`src/rtl/sample_generator_if.sv`:
```
// ---------------------------------------------------------------------------
// sample_generator_if
// Bundles the request, candidate/checker and solution handshake signals of
// sample_generator.
//   master : the generator side (drives cand, sol_*, busy, fail, tries)
//   slave  : the requester / checker / consumer side
//   start, seed       request strobe and optional LFSR reload value
//   cand, chk_ok      candidate to the constraint checker and its verdict
//   sol_valid/ready   solution handshake, sol_data the accepted candidate
//   busy, fail, tries status
// With SAMPLE_GENERATOR_STATS_EN defined, stat_acc / stat_rej are added.
// ---------------------------------------------------------------------------
interface sample_generator_if #(
    parameter int CAND_W = 64
);
    logic              start;
    logic [31:0]       seed;
    logic [CAND_W-1:0] cand;
    logic              chk_ok;
    logic              sol_valid;
    logic              sol_ready;
    logic [CAND_W-1:0] sol_data;
    logic              busy;
    logic              fail;
    logic [15:0]       tries;
`ifdef SAMPLE_GENERATOR_STATS_EN
    logic [31:0]       stat_acc;
    logic [31:0]       stat_rej;
`endif

    modport master (
        input  start, seed, chk_ok, sol_ready,
`ifdef SAMPLE_GENERATOR_STATS_EN
        output stat_acc, stat_rej,
`endif
        output cand, sol_valid, sol_data, busy, fail, tries
    );

    modport slave (
        output start, seed, chk_ok, sol_ready,
`ifdef SAMPLE_GENERATOR_STATS_EN
        input  stat_acc, stat_rej,
`endif
        input  cand, sol_valid, sol_data, busy, fail, tries
    );
endinterface

```
`src/rtl/sample_generator.sv`:
```
// ---------------------------------------------------------------------------
// sample_generator
// Rejection sampler: builds pseudo-random candidate vectors from a 32-bit
// Galois LFSR, presents each one to an external combinational constraint
// checker, and returns the first candidate the checker accepts. Gives up
// (FAIL) after MAX_TRIES rejected candidates.
//
// Ports
//   clk        clock, all state changes on the rising edge
//   rst        asynchronous active-high reset
//   bus        sample_generator_if.master:
//                start/seed   request (accepted in IDLE or FAIL only)
//                cand/chk_ok  candidate out, checker verdict in
//                sol_valid/sol_ready/sol_data  solution handshake
//                busy/fail/tries               status
//
// Optional feature: define SAMPLE_GENERATOR_STATS_EN to add saturating
// 32-bit counters stat_acc (accepted solutions) and stat_rej (rejections).
// ---------------------------------------------------------------------------
module sample_generator #(
    parameter int          CAND_W    = 64,
    parameter int          MAX_TRIES = 1024,
    parameter logic [31:0] SEED      = 32'hACE1_0001
) (
    input  logic                clk,
    input  logic                rst,
    sample_generator_if.master  bus
);
    localparam int          NWORDS    = (CAND_W + 31) / 32;
    localparam int          REG_W     = NWORDS * 32;
    localparam logic [31:0] TAPS      = 32'h8020_0003;
    localparam logic [5:0]  LAST_WORD = 6'(NWORDS - 1);
    localparam logic [15:0] MAX_T     = 16'(MAX_TRIES);

    typedef enum logic [2:0] {
        IDLE,
        FILL,
        CHECK,
        HOLD,
        FAIL
    } state_t;

    state_t            state;
    state_t            state_nxt;
    logic [31:0]       lfsr;
    logic [REG_W-1:0]  cand_reg;
    logic [5:0]        word_cnt;
    logic [15:0]       tries_r;
    logic [15:0]       tries_inc;
    logic [CAND_W-1:0] sol_data_r;
    logic              last_fill;
    logic              rejected;
    logic              busy_c;
    logic              fail_c;
    logic              valid_c;

    // One right shift of the Galois LFSR.
    function automatic logic [31:0] lfsr_step(input logic [31:0] v);
        return (v >> 1) ^ (v[0] ? TAPS : 32'h0);
    endfunction

    assign last_fill = (state == FILL) && (word_cnt == LAST_WORD);
    assign rejected  = (state == CHECK) && !bus.chk_ok;
    assign tries_inc = tries_r + 16'd1;

    always_ff @(posedge clk or posedge rst) begin
        if (rst) begin
            state <= IDLE;
        end else begin
            state <= state_nxt;
        end
    end

    always_comb begin
        state_nxt = state;
        busy_c    = 1'b0;
        fail_c    = 1'b0;
        valid_c   = 1'b0;
        case (state)
            IDLE: begin
                if (bus.start) state_nxt = FILL;
            end
            FILL: begin
                busy_c = 1'b1;
                if (last_fill) state_nxt = CHECK;
            end
            CHECK: begin
                busy_c = 1'b1;
                if (bus.chk_ok)           state_nxt = HOLD;
                else if (tries_inc == MAX_T) state_nxt = FAIL;
                else                      state_nxt = FILL;
            end
            HOLD: begin
                busy_c  = 1'b1;
                valid_c = 1'b1;
                if (bus.sol_ready) state_nxt = IDLE;
            end
            FAIL: begin
                fail_c = 1'b1;
                if (bus.start) state_nxt = FILL;
            end
            default: state_nxt = IDLE;
        endcase
    end

    always_ff @(posedge clk or posedge rst) begin
        if (rst) begin
            lfsr       <= SEED;
            cand_reg   <= '0;
            word_cnt   <= '0;
            tries_r    <= '0;
            sol_data_r <= '0;
        end else begin
            case (state)
                IDLE, FAIL: begin
                    if (bus.start) begin
                        tries_r  <= '0;
                        word_cnt <= '0;
                        if (bus.seed != 32'h0) lfsr <= bus.seed;
                    end
                end
                FILL: begin
                    // Earlier words migrate toward the MSBs; the first word
                    // drawn ends up in the top of the register.
                    cand_reg <= (cand_reg << 32) | REG_W'(lfsr);
                    lfsr     <= lfsr_step(lfsr);
                    word_cnt <= last_fill ? 6'd0 : word_cnt + 6'd1;
                end
                CHECK: begin
                    if (bus.chk_ok) sol_data_r <= cand_reg[CAND_W-1:0];
                    else            tries_r    <= tries_inc;
                end
                default: ;
            endcase
        end
    end

    assign bus.cand      = cand_reg[CAND_W-1:0];
    assign bus.sol_data  = sol_data_r;
    assign bus.sol_valid = valid_c;
    assign bus.busy      = busy_c;
    assign bus.fail      = fail_c;
    assign bus.tries     = tries_r;

`ifdef SAMPLE_GENERATOR_STATS_EN
    logic [31:0] stat_acc_r;
    logic [31:0] stat_rej_r;

    function automatic logic [31:0] sat_inc(input logic [31:0] v);
        return (v == 32'hFFFF_FFFF) ? v : v + 32'd1;
    endfunction

    always_ff @(posedge clk or posedge rst) begin
        if (rst) begin
            stat_acc_r <= '0;
            stat_rej_r <= '0;
        end else begin
            if (valid_c && bus.sol_ready) stat_acc_r <= sat_inc(stat_acc_r);
            if (rejected)                 stat_rej_r <= sat_inc(stat_rej_r);
        end
    end

    assign bus.stat_acc = stat_acc_r;
    assign bus.stat_rej = stat_rej_r;
`endif
endmodule

```
`src/flat_wrapper.sv`:
```
// flat-port wrapper written by rule: the top's interface ports become plain ports
module sample_generator_flat 
#(
    parameter int          CAND_W    = 64,
    parameter int          MAX_TRIES = 1024,
    parameter logic [31:0] SEED      = 32'hACE1_0001
)
  (clk, rst, bus_start, bus_seed, bus_chk_ok, bus_sol_ready, bus_cand, bus_sol_valid, bus_sol_data, bus_busy, bus_fail, bus_tries);
  sample_generator_if #(.CAND_W(CAND_W)) bus_i ();
  input  logic clk;
  input  logic rst;
  input wire logic [$bits(bus_i.start)-1:0] bus_start;
  input wire logic [$bits(bus_i.seed)-1:0] bus_seed;
  input wire logic [$bits(bus_i.chk_ok)-1:0] bus_chk_ok;
  input wire logic [$bits(bus_i.sol_ready)-1:0] bus_sol_ready;
  output wire logic [$bits(bus_i.cand)-1:0] bus_cand;
  output wire logic [$bits(bus_i.sol_valid)-1:0] bus_sol_valid;
  output wire logic [$bits(bus_i.sol_data)-1:0] bus_sol_data;
  output wire logic [$bits(bus_i.busy)-1:0] bus_busy;
  output wire logic [$bits(bus_i.fail)-1:0] bus_fail;
  output wire logic [$bits(bus_i.tries)-1:0] bus_tries;
  assign bus_i.start = bus_start;
  assign bus_i.seed = bus_seed;
  assign bus_i.chk_ok = bus_chk_ok;
  assign bus_i.sol_ready = bus_sol_ready;
  assign bus_cand = bus_i.cand;
  assign bus_sol_valid = bus_i.sol_valid;
  assign bus_sol_data = bus_i.sol_data;
  assign bus_busy = bus_i.busy;
  assign bus_fail = bus_i.fail;
  assign bus_tries = bus_i.tries;
  sample_generator #(.CAND_W(CAND_W), .MAX_TRIES(MAX_TRIES), .SEED(SEED)) u_core (.clk(clk), .rst(rst), .bus(bus_i));
endmodule
```
`config.mk`:
```
export PLATFORM = sky130hd
export DESIGN_NAME = sample_generator_flat
export DESIGN_NICKNAME = d
export VERILOG_FILES = /design/src/rtl/sample_generator_if.sv /design/src/rtl/sample_generator.sv /design/src/flat_wrapper.sv
export SDC_FILE = /design/constraint.sdc
export NUM_CORES = 1
export LEC_CHECK = 0
export ABC_AREA = 1
export CAP_MARGIN = 40
export CORE_MARGIN = 1.5
export CORE_UTILIZATION = 45
export DETAILED_ROUTE_END_ITERATION = 8
export HOLD_SLACK_MARGIN = 0.12
export PLACE_DENSITY_LB_ADDON = 0.25
export SKIP_LAST_GASP = 1
export SYNTH_ARGS = -nofsm -noshare
export SYNTH_HDL_FRONTEND = slang
export SYNTH_SLANG_ARGS = --single-unit
```
`constraint.sdc`:
```
create_clock -name clk -period 6 [get_ports clk]
set_clock_uncertainty 0.05 [all_clocks]
set_input_delay 1.2 -clock clk [delete_from_list [all_inputs] [get_ports clk]]
set_output_delay 1.2 -clock clk [all_outputs]
set_load 0.02 [all_outputs]
```
-- Word-level counts from Yosys, hierarchy flattened
Cells that the tools add are included.
- bits in registers: 185
- input bits: 37
- output and inout port bits: 147
- logic and storage cells: 52
- add/sub/neg operators: 2
- equal/unequal tests: 11
- multiplexer cells: 19
- bitwise gates (word level): 2
- reductions and logical operators: 12
- operator list (cell ; count):
    $mux W32 ; 3
    $or A64 B32 Y64 ; 1
    $pmux W32 S2 ; 1
    $mux W16 ; 2
    $pmux W16 S2 ; 1
    $reduce_bool A32 Y1 ; 1
    $xor A31 B32 Y32 ; 1
    $add A16 B1 Y16 const B ; 1
    $eq A16 B11 Y1 const B ; 1
    $mux W3 ; 5
    $mux W6 ; 2
    $pmux W3 S4 ; 1
    $pmux W6 S2 ; 1
    $reduce_and A3 Y1 ; 3
    $add A6 B1 Y6 const B ; 1
    $eq A3 B2 Y1 const B ; 2
    $eq A6 B1 Y1 const B ; 1
    $ne A2 B1 Y1 const B ; 3
    $ne A2 B2 Y1 const B ; 2
    $reduce_and A2 Y1 ; 2
    $reduce_bool A2 Y1 ; 2
    $eq A3 B1 Y1 const B ; 1
    $eq A3 B3 Y1 const B ; 1
    $logic_not A3 Y1 ; 1
    4 further kinds ; 6

-- Longest topological paths before layout
- word-level depth: 5
- depth in mapped cells: 13
- gate-level depth less buffers: 13

-- Least setup slack after synthesis
Ideal clock, no wire load.
- path kind: input-to-reg
- start point: input port bus_seed[2]
- end point: register u_core.lfsr[10]
- library setup time: 117 ps
- arrival time: 2110 ps
- data required time: 5833 ps
- slack: 3723 ps
- stages on the path: 7
- buffers on the path: 1
- path through: inv_1 nand2_1 nor4_1 nand4_2 clkbuf_1 nand3_1 nand2_1
- longest elaborated chain between the ends: 3
- ends and longest elaborated chain (what ; line ; source):
    start: declaration ; flat_wrapper.sv:13 ; input wire logic [$bits(bus_i.seed)-1:0] bus_seed;
    $reduce_bool A32 Y1 ; sample_generator.sv:119 ; if (bus.seed != 32'h0) lfsr <= bus.seed;
    $ne A2 B1 Y1 (no line) ; -- ;
    $reduce_and A3 Y1 (no line) ; -- ;
    end signal: assignment ; sample_generator.sv:119 ;
    end signal: assignment ; sample_generator.sv:126 ; lfsr <= lfsr_step(lfsr);
    end: declaration ; sample_generator.sv:45 ; logic [31:0] lfsr;
No other way between the ends.
A chain may end at the register's enable or synchronous reset.

-- Final worst setup path
- start point: register u_core.state[0]
- end point: output port bus_fail
- longest elaborated chain between the ends: 2
- ends and longest elaborated chain (what ; line ; source):
    start: declaration ; sample_generator.sv:43 ; state_t state;
    start signal: assignment ; sample_generator.sv:70 ; state <= state_nxt;
    $eq A3 B3 Y1 ; sample_generator.sv:79 ; case (state)
    $mux W1 ; sample_generator.sv:79 ;
    end: declaration ; flat_wrapper.sv:20 ; output wire logic [$bits(bus_i.fail)-1:0] bus_fail;
No other way between the ends.

==> key figures <==
Run status
  • Status: finished clean

Yosys
  • Top cells by area, synth: dfrtp_1 56%, nand2_1 15%, o21ai_0 8.7%
  • Post-Synthesis Cells: 926
  • Syn Area/Cell: 8.540 um2
  • Syn Nets: 967
  • Synth Warn #: 0
  • EDFF count, synth: 0
  • Cell area after synthesis: 7908 um2
  • Post-synth ARST share: 1.000
  • Sequential area share after synthesis: 0.5869
  • Post-synth cell types: 28
  • Main synth FF type: dfrtp_1
  • Leading area contributor after synthesis: dfrtp_1
  • Count leader, synth: nand2_1
  • Top cell types by occurrence after synthesis: 323 x nand2_1, 176 x dfrtp_1, 138 x o21ai_0
  • Synth Register Bits: 185
  • Top cell type's share of synthesized area: 0.5570

Power and ir drop
  • Worst vdd rail ir drop: 0.2741 mV
  • Internal power: 3.308 mW
  • Clock Power Share: 0.193
  • Combinational share of power: 0.439
  • Flop pwr share: 0.368
  • PD cells: 534.8 nW/um2
  • Leakage: 4.907 nW
  • Pwr Total: 5.599 mW
  • Sw Pwr: 2.291 mW
  • Sw Share: 0.4092

Timing
  • Setup violators final: 0
  • Setup TNS: 0 ns
  • Tmin final: 3.180 ns
  • Final Hold Fails: 0
  • Max Clock Freq: 314.5 MHz
  • RSZ-0062 raised after global routing: no
  • Final Cycle Share: 0.5300
  • Rel. slew slack: 0.2931
  • Least-Margin Pin Slew: 1.060 ns
  • Max-slew violations: 0

Floorplanning
  • Core ar.: 17,240 um2
  • Die width: 135.6 um
  • Die ar.: 18,380 um2
  • Starting Density: 0.4588
  • Num rows: 48
  • Die Height: 135.6 um
  • Ports: 184

Worst setup path
  • Kind of end point of the critical path: primary output
  • CP startpoint kind: register
  • Max FO, Critical Path: 4
  • CP required: 4.75 ns
  • Setup Crit Path Kind: reg2out
  • WP data arrival: 1.93 ns

Clocking
  • Clk_lat worst skew: 0.43 ns
  • CTS max path bufs: 2
  • H-tree levels: 4
  • CTS root buffer: clkbuf_16
  • CTS tree: built
  • # resized after CTS: 0
  • Hold buffers post-CTS: 0
  • Clock sinks: 185
  • Total CTS buffers: 17
  • Setup Buffers After CTS: 0
  • Worst-path clk slew: 0.07 ns

Drt
  • Via count: 6,515
  • Wire length per cell: 14.21 um
  • Drt drc: 0
  • Initial DRC Count: 403
  • WL final: 18,870 um
  • DR vias/cell: 4.906
  • Router iterations before antenna repair: 5
  • Routed Antenna Nets: 0

Global route
  • Vias in the first global route: 6,004
  • Pin count of the biggest net entering global routing: 186
  • Total GRT Usage: 0.2135
  • Initial antenna violation count: 0
  • First-pass GRT wire length: 31,130 um
  • Total congestion overflow: 0

Place
  • HPWL Detailed: 12,440 um
  • Gpl congestion: 0.8016
  • Port Buffers: 183

Final layout
  • Area Growth Syn to Fin: 32.40%
  • Nets: 1,131
  • Share of layout cells above drive strength 1: 0.05712
  • Antenna Cells: 0

Hold path
  • Hold/Removal Path Class: reg2reg

Job
  • Max-Cap Viols: 0
-- logic make-up after synthesis --
kind of cell	share of synthesized area
compound gates	0.09968
simple gates	0.2266
buf+inv	0.07278
fa+ha+maj	0.006329
xor+xnor	0.007753
flops	0.5869
-- cell usage in the layout (no fill, tap or decap), types with 2 or more instances in the layout --
cell type / count
clkinv_4: 4
dfrtp_1: 176
nand4_1: 13
inv_6: 4
nor2_4: 2
clkinvlp_4: 2
dfstp_2: 9
ha_1: 4
xnor2_1: 4
nand3_2: 2
xor2_1: 3
nor3_1: 3
inv_2: 5
clkdlybuf4s50_1: 183
o21ai_1: 3
o22ai_1: 11
nand2_1: 323
o21ai_0: 138
clkinv_2: 2
buf_4: 5
inv_8: 4
nor4_1: 2
clkbuf_16: 17
inv_1: 91
nor2_1: 30
nand3_1: 54
-- worst max-delay path, cell delays in order (launching register included) --
cell and delay (ns):
dfrtp_1 0.40, nor2_1 0.23, inv_1 0.13, nor2_1 0.10, clkdlybuf4s50_1 0.65
-- through the flow --
step / hold slack, ns / area (um2) / instances / worst slack, ns / utilization
detailed placement: 0.4032 / 9903 / 1296 / 2.501 / 0.5746
global placement: 0.4020 / 9876 / 1295 / 2.440 / 0.5730
global route: 0.4383 / 10470 / 1328 / 2.701 / 0.6074
finish: 0.4147 / 10470 / 1328 / 2.820 / 0.6074
CTS: 0.4139 / 10470 / 1328 / 2.807 / 0.6074
floorplan: 0.3919 / 7911 / 926 / 2.379 / -
-- final cells by class --
type,instances,area [um2]
fill,1523,6766
sequential,185,4641
multi-input combinational,598,2691
timing repair buffer,190,1917
clock buffer,18,439.2
inverter,98,372.9
tap,225,281.5
clock inverter,14,127.6
-- power by group through the flow --
stage / Combinational (mW) / Clock (mW) / Sequential, mW
2_1_floorplan: 1.07 / 0 / 2.46
3_3_place_gp: 2.43 / 0 / 2.07
6_report: 2.46 / 1.08 / 2.06
4_1_cts: 2.50 / 1.11 / 2.06
3_5_place_dp: 2.48 / 0 / 2.08
5_1_grt: 2.74 / 1.15 / 2.13
-- worst paths after layout --
check | cells past startpoint | slack [ns] | end | startpoint
hold / removal | 2 | 0.41 | u_core.lfsr[23] | u_core.lfsr[23]
setup reg to reg | 7 | 3.55 | u_core.bus.tries[12] | u_core.state[2]
hold reg to reg | 2 | 0.41 | u_core.lfsr[23] | u_core.lfsr[23]
setup / recovery | 4 | 2.82 | bus_fail | u_core.state[0]
min in group asynchronous | 3 | 1.29 | u_core.bus.sol_data[61] | rst
max in group asynchronous | 3 | 3.76 | u_core.lfsr[4] | rst
-- per-layer routing --
layer,global-route usage,part of all wire
met1,0.2991,0.47
met4,0.06272,0.012
met5,0,0
met3,0.05836,0.062
met2,0.3249,0.46
(Power assumes the default switching activity.)
